`config.mk`:
```
export PLATFORM = sky130hd
export DESIGN_NAME = ram_fifo_ctrl
export DESIGN_NICKNAME = d
export VERILOG_FILES = /design/src/rtl/ram_fifo_ctrl.sv
export SDC_FILE = /design/constraint.sdc
export NUM_CORES = 1
export LEC_CHECK = 0
export ABC_AREA = 1
export CAP_MARGIN = 10
export CELL_PAD_IN_SITES_DETAIL_PLACEMENT = 1
export CELL_PAD_IN_SITES_GLOBAL_PLACEMENT = 1
export CORE_ASPECT_RATIO = 0.5
export CORE_MARGIN = 3
export CORE_UTILIZATION = 29
export DETAILED_ROUTE_END_ITERATION = 8
export PLACE_DENSITY = 0.66
export SLEW_MARGIN = 40
export SYNTH_ARGS = -nofsm -noshare
export SYNTH_HDL_FRONTEND = slang
export SYNTH_SLANG_ARGS = --single-unit
```
`constraint.sdc`:
```
create_clock -name clk -period 4.15 [get_ports clk]
set_input_delay 1.0375 -clock clk [delete_from_list [all_inputs] [get_ports clk]]
set_output_delay 1.0375 -clock clk [all_outputs]
set_load 0.02 [all_outputs]
```
`src/rtl/ram_fifo_ctrl.sv`:
```
`default_nettype none
// ============================================================================
// Module      : ram_fifo_ctrl
// Description : Pointer/flag controller that runs a single-port RAM with a
//               registered read address as a FIFO.
// Revision    : 1.0 - initial release
// ============================================================================
module ram_fifo_ctrl #(
    parameter int ADDR_W    = 6,
    parameter int AFULL_LVL = 56
) (
    input  logic              clk,
    input  logic              rst,
    input  logic              push,
    input  logic              pop,
    input  logic              clr_err,
    output logic              we_out,
    output logic [ADDR_W-1:0] write_addr,
    output logic [ADDR_W-1:0] read_addr,
    output logic              rd_valid,
    output logic              full,
    output logic              empty,
    output logic              almost_full,
    output logic [ADDR_W:0]   count,
    output logic              overflow,
    output logic              underflow
);

    localparam logic [ADDR_W:0]   c_DEPTH   = {1'b1, {ADDR_W{1'b0}}};
    localparam logic [ADDR_W:0]   c_AFULL   = AFULL_LVL[ADDR_W:0];
    localparam logic [ADDR_W-1:0] c_PTR_ONE = ADDR_W'(1);
    localparam logic [ADDR_W:0]   c_CNT_ONE = (ADDR_W + 1)'(1);

    logic [ADDR_W-1:0] r_wr_ptr;
    logic [ADDR_W-1:0] r_rd_ptr;
    logic [ADDR_W:0]   r_count;
    logic              r_rd_valid;
    logic              r_overflow;
    logic              r_underflow;

    logic              w_full;
    logic              w_empty;
    logic              w_push_ok;
    logic              w_pop_ok;

    assign w_full    = (r_count == c_DEPTH);
    assign w_empty   = (r_count == '0);
    // A push into a full FIFO is refused even alongside a pop: both would hit the same slot.
    assign w_push_ok = push & ~w_full;
    assign w_pop_ok  = pop & ~w_empty;

    assign we_out      = w_push_ok;
    assign write_addr  = r_wr_ptr;
    assign read_addr   = r_rd_ptr;
    assign rd_valid    = r_rd_valid;
    assign full        = w_full;
    assign empty       = w_empty;
    assign almost_full = (r_count >= c_AFULL);
    assign count       = r_count;
    assign overflow    = r_overflow;
    assign underflow   = r_underflow;

    always_ff @(posedge clk or posedge rst) begin
        if (rst) begin
            r_wr_ptr    <= '0;
            r_rd_ptr    <= '0;
            r_count     <= '0;
            r_rd_valid  <= 1'b0;
            r_overflow  <= 1'b0;
            r_underflow <= 1'b0;
        end else begin
            if (w_push_ok) begin
                r_wr_ptr <= r_wr_ptr + c_PTR_ONE;
            end
            if (w_pop_ok) begin
                r_rd_ptr <= r_rd_ptr + c_PTR_ONE;
            end
            case ({w_push_ok, w_pop_ok})
                2'b10:   r_count <= r_count + c_CNT_ONE;
                2'b01:   r_count <= r_count - c_CNT_ONE;
                default: r_count <= r_count;
            endcase
            // RAM latches read_addr on this edge, so its data_out is valid next cycle.
            r_rd_valid <= w_pop_ok;
            // A fresh error outranks a same-cycle clear.
            if (push & w_full) begin
                r_overflow <= 1'b1;
            end else if (clr_err) begin
                r_overflow <= 1'b0;
            end
            if (pop & w_empty) begin
                r_underflow <= 1'b1;
            end else if (clr_err) begin
                r_underflow <= 1'b0;
            end
        end
    end

endmodule
`default_nettype wire

```
==> metrics.cfg, run 1 <==
[status]
status = complete, no violations

[synth]
synth_seq_cells = 22
synth_nets = 174
syn-cell-area_sq_mm = 0.00130
synth_flop_cell = dfrtp_1
yosysTopAreaCellShare_pct = 42.3
synth_area_leaders = dfrtp_1 (42%), nand2_1 (17%), ha_1 (7.7%)
synth_edf_count = 0
yosysWarnings = 0
synthArstFlopShare_pct = 100
synth_top_cell_by_area = dfrtp_1
synth_commonest_cells = nand2_1 (58), dfrtp_1 (22), inv_1 (18)
post_synth_num_cell_types = 19
syn-mean-instance-area_sq_um = 8.14
yosysSeqAreaShare_pct = 42.3
synth.most_common_cell = nand2_1
synthCells = 160

[power]
p_total_mw = 1.31
powerDensity_mw_per_mm2 = 760
ir_drop_mv = 0.201
p_leak_nw = 0.819

[place]
hpwl_mm = 2.31
post-place-ws_ns = 0.569
io_buffers = 30
place.gp.congestion = 0.768

[finish]
antenna_cells = 0
fillers = 508
seq_area_sq_um = 551
final_core_util_pct = 42.0
drive_above_1_share_pct = 7.73
layout.nets = 209
syn2layout_area_growth_pct = 32.5
multi_input_area_sq_um = 681

[drt]
vias = 1108
drtPass1Iterations = 4
vias_per_cell = 4.47
totalWireLength_mm = 2.85
first_iter_violations = 8
wl_per_cell_microns = 11.5
ant_nets = 0
drc = 0

[clock_tree]
clkLatencyLatePin_ns = 0.26
clkTransAtPathRegs_ns = 0.07
root_buffer = clkbuf_8
numCtsBuffers = 3
tritoncts = yes
ctsHoldBuffers = 0
clock_path_buffers = 2
post_cts_resized = 0
cts_sinks = 22
postCtsSetupBuffers = 0
cts_max_level = 1

[sta]
worst_slack_ns = 0.594
setup_viol = 0
clock.fmax_ghz = 0.281
tns_ns = 0
fin_crit_sh_pct = 85.7
hold_viol_final = 0
slew_headroom_pct = 68.9
tightestPinTransition_ns = 0.465
rsz0062_at_grt = no
finalMaxSlewViolations = 0
finalClockSkew_ns = 0.00239
fin_crit_ns = 3.56

[critical_path]
worstPathMaxFanout = 6
cp-start-kind = primary input
critPathRequiredTime_ns = 3.11
worstPathArrival_ns = 2.52
cp-end-kind = primary output
crit_type = in2out

[run]
drv_cap = 0

[grt]
grt_pass1_vias = 1127
grt_pass1_wl_mm = 4.99
gr-total-overflow = 0
gr-usage-all-layers_pct = 12.0
grt_max_degree = 23
antenna_found_initial = 0

[die]
io_pins = 31
die_width_microns = 101
fp.dieH_microns = 53.4
core_area_sq_mm = 0.00410
initial_core_util_pct = 31.7
dieArea_sq_mm = 0.00538
rows = 16

[min_path]
hold_class = reg2reg

-- cell families after synthesis --
family	share of synthesized area [%]
buf+inv	5.47
simple gates	28.3
flops	42.3
fa+ha+maj	9.22
xor+xnor	7.40
compound gates	7.30
-- path summary, 6_finish.rpt --
kind / from / endpoint / slack (ns) / cells after the start
worst max-delay path: push / we_out / 0.59 / 4
worst min-delay path: underflow / underflow / 0.53 / 2
worst max register to register: count[1] / count[6] / 1.64 / 12
worst min register to register: underflow / underflow / 0.53 / 2
max in group asynchronous: rst / write_addr[1] / 2.72 / 2
min in group asynchronous: rst / write_addr[4] / 1.11 / 2
-- flip-flops by register name, summed over array words and instances (netlist names) --
name and count:
overflow 1, read_addr 6, rd_valid 1, underflow 1, write_addr 6, count 7
-- worst max-delay path: stages --
cell	delay [ns]
clkdlybuf4s50_1	0.54
inv_1	0.07
nor2_2	0.22
clkdlybuf4s50_1	0.65
-- placed cells by master, fill, tap and decap left out, drive strengths merged --
master         netlist  final
nor2                11     11
clkbuf               0      4
xor2                 1      1
fa                   1      1
ha                   8      8
o22ai                2      2
nand2               60     60
inv                 19     19
xnor2               10     10
a21oi                4      4
nand3               14     14
o21ai                8      8
clkdlybuf4s50        0     30
dfrtp               22     22
-- where the power goes --
group	internal, mW	switching (mW)
registers	0.304	0.124
clock network	0.0845	0.0664
logic	0.336	0.398
-- cell type report --
type,count,share of cell area (%)
Tap cell,54,3.92
Clock buffer,4,3.19
Sequential cell,22,31.9
Inverter,19,4.13
Multi-Input combinational cell,119,39.4
Timing Repair Buffer,30,17.4
-- stage by stage --
step / cell area [sq um] / hold slack (ns) / std cells
after CTS: 1730 / 0.530 / 248
final: 1730 / 0.529 / 248
after global routing: 1730 / 0.574 / 248
after detailed placement: 1670 / 0.518 / 244
after floorplan: 1300 / 0.606 / 160
after global placement: 1670 / 0.513 / 244
-- per-layer routing --
metal,part of all wire (%),vias to the layer above,wire [microns],global-route usage [%]
met5,0,-,0,0
met4,1.3,0,38,4.03
met3,3.2,5,92,3.16
met2,50,13,1410,21.9
met1,46,518,1310,13.8
li1,-,572,-,-
Note: power is estimated with default switching activity, not from simulation.
==> inputs of run 2 (changes only) <==
CAP_MARGIN = 25   (was 10)
CELL_PAD_IN_SITES_DETAIL_PLACEMENT = 2   (was 1)
CELL_PAD_IN_SITES_GLOBAL_PLACEMENT = 2   (was 1)
CORE_ASPECT_RATIO = 1.25   (was 0.5)
PLACE_DENSITY = 0.81   (was 0.66)
==> run 2 against run 1 <==
Clock-buffer cell count unchanged. Global-route usage grew 3.4 points. Sequential share of layout area barely moved. Core utilization down 0.87 points.
==> metrics.cfg, run 2 (same netlist as run 1, synthesis figures left out) <==
[die]
dieArea_sq_mm = 0.00534  ; -0.82%
rows = 26  ; +10
io_pins = 31  ; unchanged
core_area_sq_mm = 0.00420  ; +2.3%
fp.dieH_microns = 80.9  ; +52%
die_width_microns = 65.9  ; -35%
initial_core_util_pct = 31.0  ; -0.70 points

[finish]
layout_commonest_cell = nand2_1
fillers = 473  ; -6.9%
final_core_util_pct = 41.2  ; -0.87 points
seq_area_sq_um = 551  ; unchanged
fin_area_sq_mm = 0.00173  ; +0.15%
mostFrequentLayoutCells = nand2_1 (58), clkdlybuf4s50_1 (30), dfrtp_1 (22), inv_1 (17), nand3_1 (13)
multi_input_area_sq_um = 681  ; unchanged
syn2layout_area_growth_pct = 32.7
layout.nets = 209  ; unchanged
drive_above_1_share_pct = 7.73  ; unchanged
antenna_cells = 0  ; unchanged
largest_reg_flops = 7  ; unchanged

[sta]
clock.fmax_ghz = 0.277  ; -1.4%
finalMaxSlewViolations = 0  ; unchanged
tightestPinTransition_ns = 0.475  ; +0.00935 ns
fin_crit_ns = 3.61  ; +0.0496 ns
tns_ns = 0  ; unchanged
rsz0062_at_grt = no
finalClockSkew_ns = 0.00281  ; +0.000421 ns
setup_viol = 0  ; unchanged
hold_viol_final = 0  ; unchanged
fin_crit_sh_pct = 86.9  ; +1.2 points
slew_headroom_pct = 68.3  ; -0.62 points

[critical_path]
crit_chain = clkdlybuf4s50_1 > inv_1 > nor2_2 > clkdlybuf4s50_1
critPathRequiredTime_ns = 3.11  ; about the same
max_stage_delay_ns = 0.66  ; about the same
crit_family = buffers and inverters
critPathBufInv = 3  ; unchanged
cpMostUsedCell = clkdlybuf4s50_1
crit_type = in2out
cp-end-kind = primary output
worstPathArrival_ns = 2.57  ; +0.05 ns
cp-start-kind = primary input
worstPathMaxFanout = 6  ; unchanged
cp_slowest_cell = clkdlybuf4s50_1

[grt]
grt_pass1_vias = 1369  ; +21%
grt_pass1_wl_mm = 6.42  ; +29%
gr-total-overflow = 0  ; unchanged
antenna_found_initial = 0  ; unchanged
grt_max_degree = 23  ; unchanged
gr-usage-all-layers_pct = 15.4  ; +3.4 points

[clock_tree]
clkTransAtPathRegs_ns = 0.08  ; about the same
postCtsSetupBuffers = 0  ; unchanged
cts_sinks = 22  ; unchanged
ctsHoldBuffers = 0  ; unchanged
clkLatencyLatePin_ns = 0.26  ; about the same
tritoncts = yes
numCtsBuffers = 3  ; unchanged
clock_path_buffers = 2  ; unchanged
post_cts_resized = 0  ; unchanged
root_buffer = clkbuf_8
cts_max_level = 1  ; unchanged

[place]
hpwl_mm = 3.04  ; +32%
place_area_sq_mm = 0.00167  ; +0.15%
io_buffers = 30  ; unchanged
place.gp.congestion = 0.754  ; -1.8%

[drt]
wl_per_cell_microns = 14.7  ; +28%
totalWireLength_mm = 3.68  ; +29%
vias = 1192  ; +7.6%
first_iter_violations = 43  ; +35
vias_per_cell = 4.77  ; +6.7%
ant_nets = 0  ; unchanged
drc = 0  ; unchanged
drtPass1Iterations = 4  ; unchanged

[status]
status = complete, no violations

[run]
drv_cap = 0  ; unchanged

[power]
p_total_mw = 1.35  ; +2.7%
p_leak_nw = 0.819  ; unchanged
powerDensity_mw_per_mm2 = 780  ; +2.5%
ir_drop_mv = 0.260  ; +30%

[min_path]
hold_class = reg2reg

==> run 2: cell counts in the layout (fill, tap and decap cells not counted) <==
Identical to the previous run, type by type.
==> run 2: metrics by stage <==
step	hold slack (ns)	setup WS (ns)	instances
after floorplan	0.606	1.74	160
after global placement	0.512	0.613	246
after detailed placement	0.530	0.527	246
after CTS	0.544	0.524	250
after global routing	0.569	0.468	250
final	0.538	0.544	250
==> run 2: routing by layer <==
layer | track usage, % | vias to the layer above | wire length, microns
li1 | - | 572 | -
met1 | 17.0 | 586 | 1520
met2 | 29.5 | 29 | 1950
met3 | 2.35 | 5 | 140
met4 | 5.49 | 0 | 61
met5 | 0 | - | 0
==> run 2: report_power, final <==
group          switching (mW)  internal, mW  total (mW)  leakage [nW]
Combinational           0.420         0.337       0.758         0.513
Clock                  0.0686        0.0846       0.153        0.0288
Sequential              0.133         0.303       0.437         0.277
==> run 2: tightest hold or removal path, stage by stage (launching register included) <==
cell,delay [ns]
dfrtp_1,0.38
inv_1,0.05
o21ai_0,0.06
==> run 2: area by class of cell <==
cell class	count	area share (%)
Multi-Input combinational cell	119	39.4
Sequential cell	22	31.9
Timing Repair Buffer	30	17.4
Inverter	19	4.13
Tap cell	56	4.06
Clock buffer	4	3.19
==> run 2: path summary, 6_finish.rpt <==
kind                       depth (start not counted)  slack (ns)       endpoint  startpoint
setup / recovery                                   4        0.54         we_out        push
max in group asynchronous                          2        2.71  write_addr[3]         rst
setup reg to reg                                  12        1.62       count[6]    count[1]
hold reg to reg                                    2        0.54      underflow   underflow
min in group asynchronous                          2        1.12   read_addr[0]         rst
hold / removal                                     2        0.54      underflow   underflow
